<file path="src/rtl/vhls_target_core_pkg.sv">
// Shared types for the vhls_target_core streaming kernel.
// Holds the default word width and the kernel FSM encoding.
package vhls_target_core_pkg;

  localparam int DATA_WIDTH = 16;

  typedef enum logic [1:0] {
    READ    = 2'd0,
    CAPTURE = 2'd1,
    WRITE   = 2'd2,
    DONE    = 2'd3
  } state_t;

endpackage

</file>
<file path="src/rtl/vhls_target_core.sv">
// Streaming kernel: pop a word, double it, push it with its last flag.
// Raises a sticky done flag once the last-flagged word has been pushed.
module vhls_target_core #(
  parameter int DATA_WIDTH = 16
) (
  input  logic                  clk,
  input  logic                  rst,
  input  logic                  arg_0_read_ready,
  output logic                  arg_0_read_valid,
  input  logic [DATA_WIDTH-1:0] arg_0_data_bus,
  input  logic                  arg_0_last_bus,
  input  logic                  arg_0_write_ready,
  input  logic                  arg_1_write_ready,
  output logic                  arg_1_write_valid,
  output logic [DATA_WIDTH-1:0] arg_1_in_data_bus,
  output logic                  arg_1_in_last_bus,
  input  logic                  arg_1_read_ready,
  input  logic [DATA_WIDTH-1:0] arg_1_data_bus,
  input  logic                  arg_1_last_bus,
  output logic                  valid
);

  import vhls_target_core_pkg::*;

  state_t                state;
  logic [DATA_WIDTH-1:0] data;
  logic                  last;
  logic                  unused_in;

  assign unused_in = ^{arg_0_write_ready, arg_1_read_ready,
                       arg_1_data_bus, arg_1_last_bus};

  // Pop is combinational so the head word lands during CAPTURE.
  assign arg_0_read_valid  = rst && (state == READ) && arg_0_read_ready;
  assign arg_1_in_data_bus = data;
  assign arg_1_in_last_bus = last;

  always_ff @(posedge clk) begin
    if (!rst) begin
      state             <= READ;
      data              <= '0;
      last              <= 1'b0;
      arg_1_write_valid <= 1'b0;
      valid             <= 1'b0;
    end else begin
      arg_1_write_valid <= 1'b0;
      unique case (state)
        READ: begin
          if (arg_0_read_ready) state <= CAPTURE;
        end
        CAPTURE: begin
          data  <= {arg_0_data_bus[DATA_WIDTH-2:0], 1'b0};
          last  <= arg_0_last_bus;
          state <= WRITE;
        end
        WRITE: begin
          if (arg_1_write_ready) begin
            arg_1_write_valid <= 1'b1;
            state             <= last ? DONE : READ;
          end
        end
        DONE: begin
          valid <= 1'b1;
        end
        default: state <= READ;
      endcase
    end
  end

endmodule

</file>
<file path="config.mk">
export PLATFORM = sky130hd
export DESIGN_NAME = vhls_target_core
export DESIGN_NICKNAME = d
export VERILOG_FILES = /design/src/rtl/vhls_target_core_pkg.sv /design/src/rtl/vhls_target_core.sv
export SDC_FILE = /design/constraint.sdc
export NUM_CORES = 1
export LEC_CHECK = 0
export ABC_CLOCK_PERIOD_IN_PS = 3600
export BUFFER_PORTS_ARGS = -buffer_cell sky130_fd_sc_hd__buf_2
export CAP_MARGIN = 20
export CORE_ASPECT_RATIO = 1.5
export CORE_UTILIZATION = 37
export DETAILED_ROUTE_END_ITERATION = 10
export PLACE_DENSITY = 0.8
export SYNTH_ARGS = -nofsm -noshare
export SYNTH_HDL_FRONTEND = slang
export SYNTH_SLANG_ARGS = --single-unit
export TNS_END_PERCENT = 1
</file>
<file path="constraint.sdc">
create_clock -name clk -period 3.6 [get_ports clk]
set_clock_uncertainty 0.1 [all_clocks]
set_input_delay 0.18 -clock clk [delete_from_list [all_inputs] [get_ports clk]]
set_output_delay 0.18 -clock clk [all_outputs]
set_load 0.01 [all_outputs]
</file>
Word-level counts from Yosys, hierarchy flattened --
Index checks and enable logic that the tools add are counted.
Word-level totals: register bits 20, bits of input ports 40, word-level logic and storage cells 21
Operators by class: equal/unequal tests 5, multiplexer cells 5, reduce and logical (&&, ||, !) cells 6
Operator list (number):
- 2-bit 2-to-1 mux | 3
- 2-bit case mux with 3 select lines | 1
- 2-bit == test (second input constant) | 2
- 2-bit != test (second input constant) | 2
- 3-bit AND reduction | 1
- 3-bit nonzero test | 1
- 2-bit by 1-bit == test with 1-bit output (second input constant) | 1
- 1-bit logical AND | 2
- 2-bit logical NOT | 1
- 2-bit AND reduction | 1
- 1-bit 2-to-1 mux | 1

Longest topological paths before layout --
word-level depth 3, gate-level depth with buffers 6, mapped depth without buffers 5

Worst setup path after synthesis --
No wires, ideal clock.
path kind register to register, start reg state[1], end reg state[1], setup time 0.072 ns, arrival time 1.279 ns, required time 3.428 ns, setup slack 2.149 ns, cell stages (with the launch flop) 6, buffers on the path 1, clock period less this slack 1.451 ns, path through dfxtp_1 inv_1 ha_1 buf_6 o311ai_2 mux2i_1
On the way: cells in the longest elaborated chain, start to end 3, elaborated cells on any way between the ends 8, classes of those cells eq/ne: 4; mux: 1; reduce/logical: 3
RTL lines:
- from (decl) | line vhls_target_core.sv:25 | state_t state;
- from (signal assigned) | line vhls_target_core.sv:59 | state <= last ? DONE : READ;
- 2-bit == test (tied with other cells) | line vhls_target_core.sv:47 | unique case (state)
- 2-bit != test (no source line) or 3-bit nonzero test (tied branches)
- 3-bit AND reduction (no source line)
Several ways; a longest one is shown, not always the timed one. A chain may end at the register's enable or synchronous reset.

Worst setup path in the final report --
start reg state[0], end out arg_0_read_valid
On the way: cells in the longest elaborated chain, start to end 3
RTL lines:
- 2-bit logical NOT | line vhls_target_core.sv:34 | assign arg_0_read_valid = rst && (state == READ) && arg_0_read_ready;
- 1-bit logical AND (2 in series) | line vhls_target_core.sv:34
- to (decl) | line vhls_target_core.sv:9 | output logic arg_0_read_valid,
No other way between the ends.

==> out/results.tsv <==
metric	value	unit
die-area	0.00249	mm2
viasPerCell	4.73	
io_pins	60	
cts_made_buffers	3	
synthCells	81	
grt_max_degree	19	
clockRootBuffer	clkbuf_4	
timing.fmax	606	MHz
firstDrtPassIters	2	
antenna_found_initial	0	
grt_use_total	0.144	
whs_endpoint	arg_1_in_data_bus[9]	
insertedDiodeCount	0	
synthToLayoutAreaGrowth	26.8	%
period_minus_slack	1.65	ns
drive_gt1_frac	0.367	
yosysUniqueCellTypes	19	
p_int	433	uW
clock-sinks	20	
drc_errors	0	
grt_pass1_vias	590	
startpoint_type	flop	
hp-start	arg_0_data_bus[8]	
dp_hpwl	1220	um
p_switching	206	uW
yosysTopAreaCell	dfxtp_1	
fp.coreArea	0.00210	mm2
power.density	596	mW/mm2
outcome	complete, no violations	
cts_max_path_buffers	2	
criticalPathCategory	reg -> out	
max_stage_delay	0.42	ns
hold_viol_final	0	
final_cell_mix	buf_2 (38), dfxtp_1 (20), nor2_1 (18)	
cts_setup_buffers	0	
r2r-start	state[1]	
cp_slowest_cell	dfxtp_1	
reg2reg_depth	5	
fillCellCount	226	
hold_path.class	in -> reg	
routed_wl	1570	um
gp_congestion	0.699	
rsz0062_at_grt	no	
crit_fanout	4	
overflow	0	
ant_nets	0	
worstReg2RegEnd	arg_1_in_data_bus[12]	
clock_latency	0.29	ns
cts_tree	built	
synth_top_area_share	0.473	
yosysWarnings	0	
cp.arrival	1.37	ns
slew_viol_final	0	
seq_area_frac_synth	0.473	
synth_fp_nets	127	
synth.cell_area	846	um2
post_cts_resized	0	
io_buffers	38	
synth-seq-cells	20	
finalCritPeriodShare	0.459	
seqPwrFrac	0.442	
maxCapViolCount	0	
synth_area_per_cell	10.4	um2
holdBufCountCts	0	
die_h	60.6	um
cp_cell_sequence	inv_1 > ha_1 > and3_1 > buf_2	
initial_utilization	0.402	
ys_top_cells_by_area	dfxtp_1 (47%), mux2i_1 (20%), ha_1 (8.9%), nor2_1 (8.0%), buf_6 (2.7%)	
row_count	20	
p_sw_frac	0.322	
vdd_drop_max	0.332	mV
power	639	uW
dr_total_vias	671	
die_w	41.0	um
endpoint_kind	primary output	
fin_hold_ws	0.0209	ns
critical_path_required	3.32	ns
clk_pin_slew_worst_paths	0.11	ns
tns	0	ns
min_path_cells	3	
setup_viol	0	
reg2reg_slack	2.04	ns
final_nets	167	
post_drt_wl_per_cell	11.0	um
grt_first_pass_wirelength	2480	um
pwr-share-clk	0.198	
leakagePower	0.551	nW
cts-htree-levels	1	
final_common_cell	buf_2	
drtIter0Drc	6	
power.share.combinational	0.361	
## worst max-delay path: cells and delay by family (launching register included)
| family | cells | cell delay, ns |
|---|---|---|
| flip-flops | 1 | 0.42 |
| buffers and inverters | 2 | 0.25 |
| AND/OR/NAND/NOR | 1 | 0.16 |
| adder cells (fa/ha/maj) | 1 | 0.26 |
## metrics by stage
| step | setup WS [ns] | util | std cells | cell area, um2 |
|---|---|---|---|---|
| floorplan | 2.15 | - | 81 | 846 |
| global placement | 2.12 | 0.493 | 138 | 1040 |
| detailed placement | 2.05 | 0.493 | 138 | 1040 |
| CTS | 1.93 | 0.510 | 142 | 1070 |
| global route | 1.85 | 0.510 | 142 | 1070 |
| finish | 1.95 | 0.510 | 142 | 1070 |
## power groups by stage
stage / combinational [mW] / clock [mW] / sequential [mW]
finish: 0.230 / 0.126 / 0.282
CTS: 0.235 / 0.134 / 0.283
global route: 0.256 / 0.142 / 0.289
detailed placement: 0.234 / 0 / 0.288
global placement: 0.225 / 0 / 0.285
floorplan: 0.161 / 0 / 0.302
## registers in the layout, summed over array words and instances (netlist names)
name               flops
arg_1_in_last_bus      1
arg_1_write_valid      1
valid                  1
state                  2
arg_1_in_data_bus     15
## synth_stat cells, drive strengths merged
cell    number
nand2b       2
mux2i       17
nand3        1
a221oi       1
nand3b       1
nor2        18
dfxtp       20
ha           6
inv          3
and3         2
a21o         1
clkinv       1
nand2        1
o21ai        1
o311ai       1
buf          4
conb         1
## layer usage
metal / vias to the layer above / share of wire / GRT usage
met5: - / 0 / 0
met4: 0 / 0.010 / 0.0714
met3: 2 / 0.043 / 0.0220
met2: 19 / 0.56 / 0.248
met1: 308 / 0.39 / 0.162
li1: 342 / - / -
## layout make-up
class	instances	area, um2	area share
Sequential cell	20	400	0.373
Multi-Input combinational cell	53	395	0.369
Timing Repair Buffer	39	198	0.184
Clock buffer	4	36.3	0.0338
Tap cell	22	27.5	0.0257
Inverter	4	15.0	0.0140
## logic make-up after synthesis
group                      Yosys count  synth area share
DFF                                 20             0.473
and+or+nand+nor                     25             0.129
adders and majority gates            6            0.0888
AOI/OAI and AO/OA                    4            0.0444
buffers and inverters                8            0.0592
muxes                               17             0.201
other                                1           0.00443
## worst max-delay path by stage
stage                        start                     to  slack [ns]  depth (start not counted)
after CTS                 state[0]       arg_0_read_valid        1.93                          4
final                     state[0]       arg_0_read_valid        1.95                          4
after floorplan           state[1]               state[1]        2.15                          5
after global placement    state[1]  arg_1_in_data_bus[14]        2.12                          5
after global routing      state[1]       arg_0_read_valid        1.85                          4
after detailed placement  state[1]   arg_1_in_data_bus[5]        2.05                          5
No activity file was read; power rests on OpenSTA's default activity.
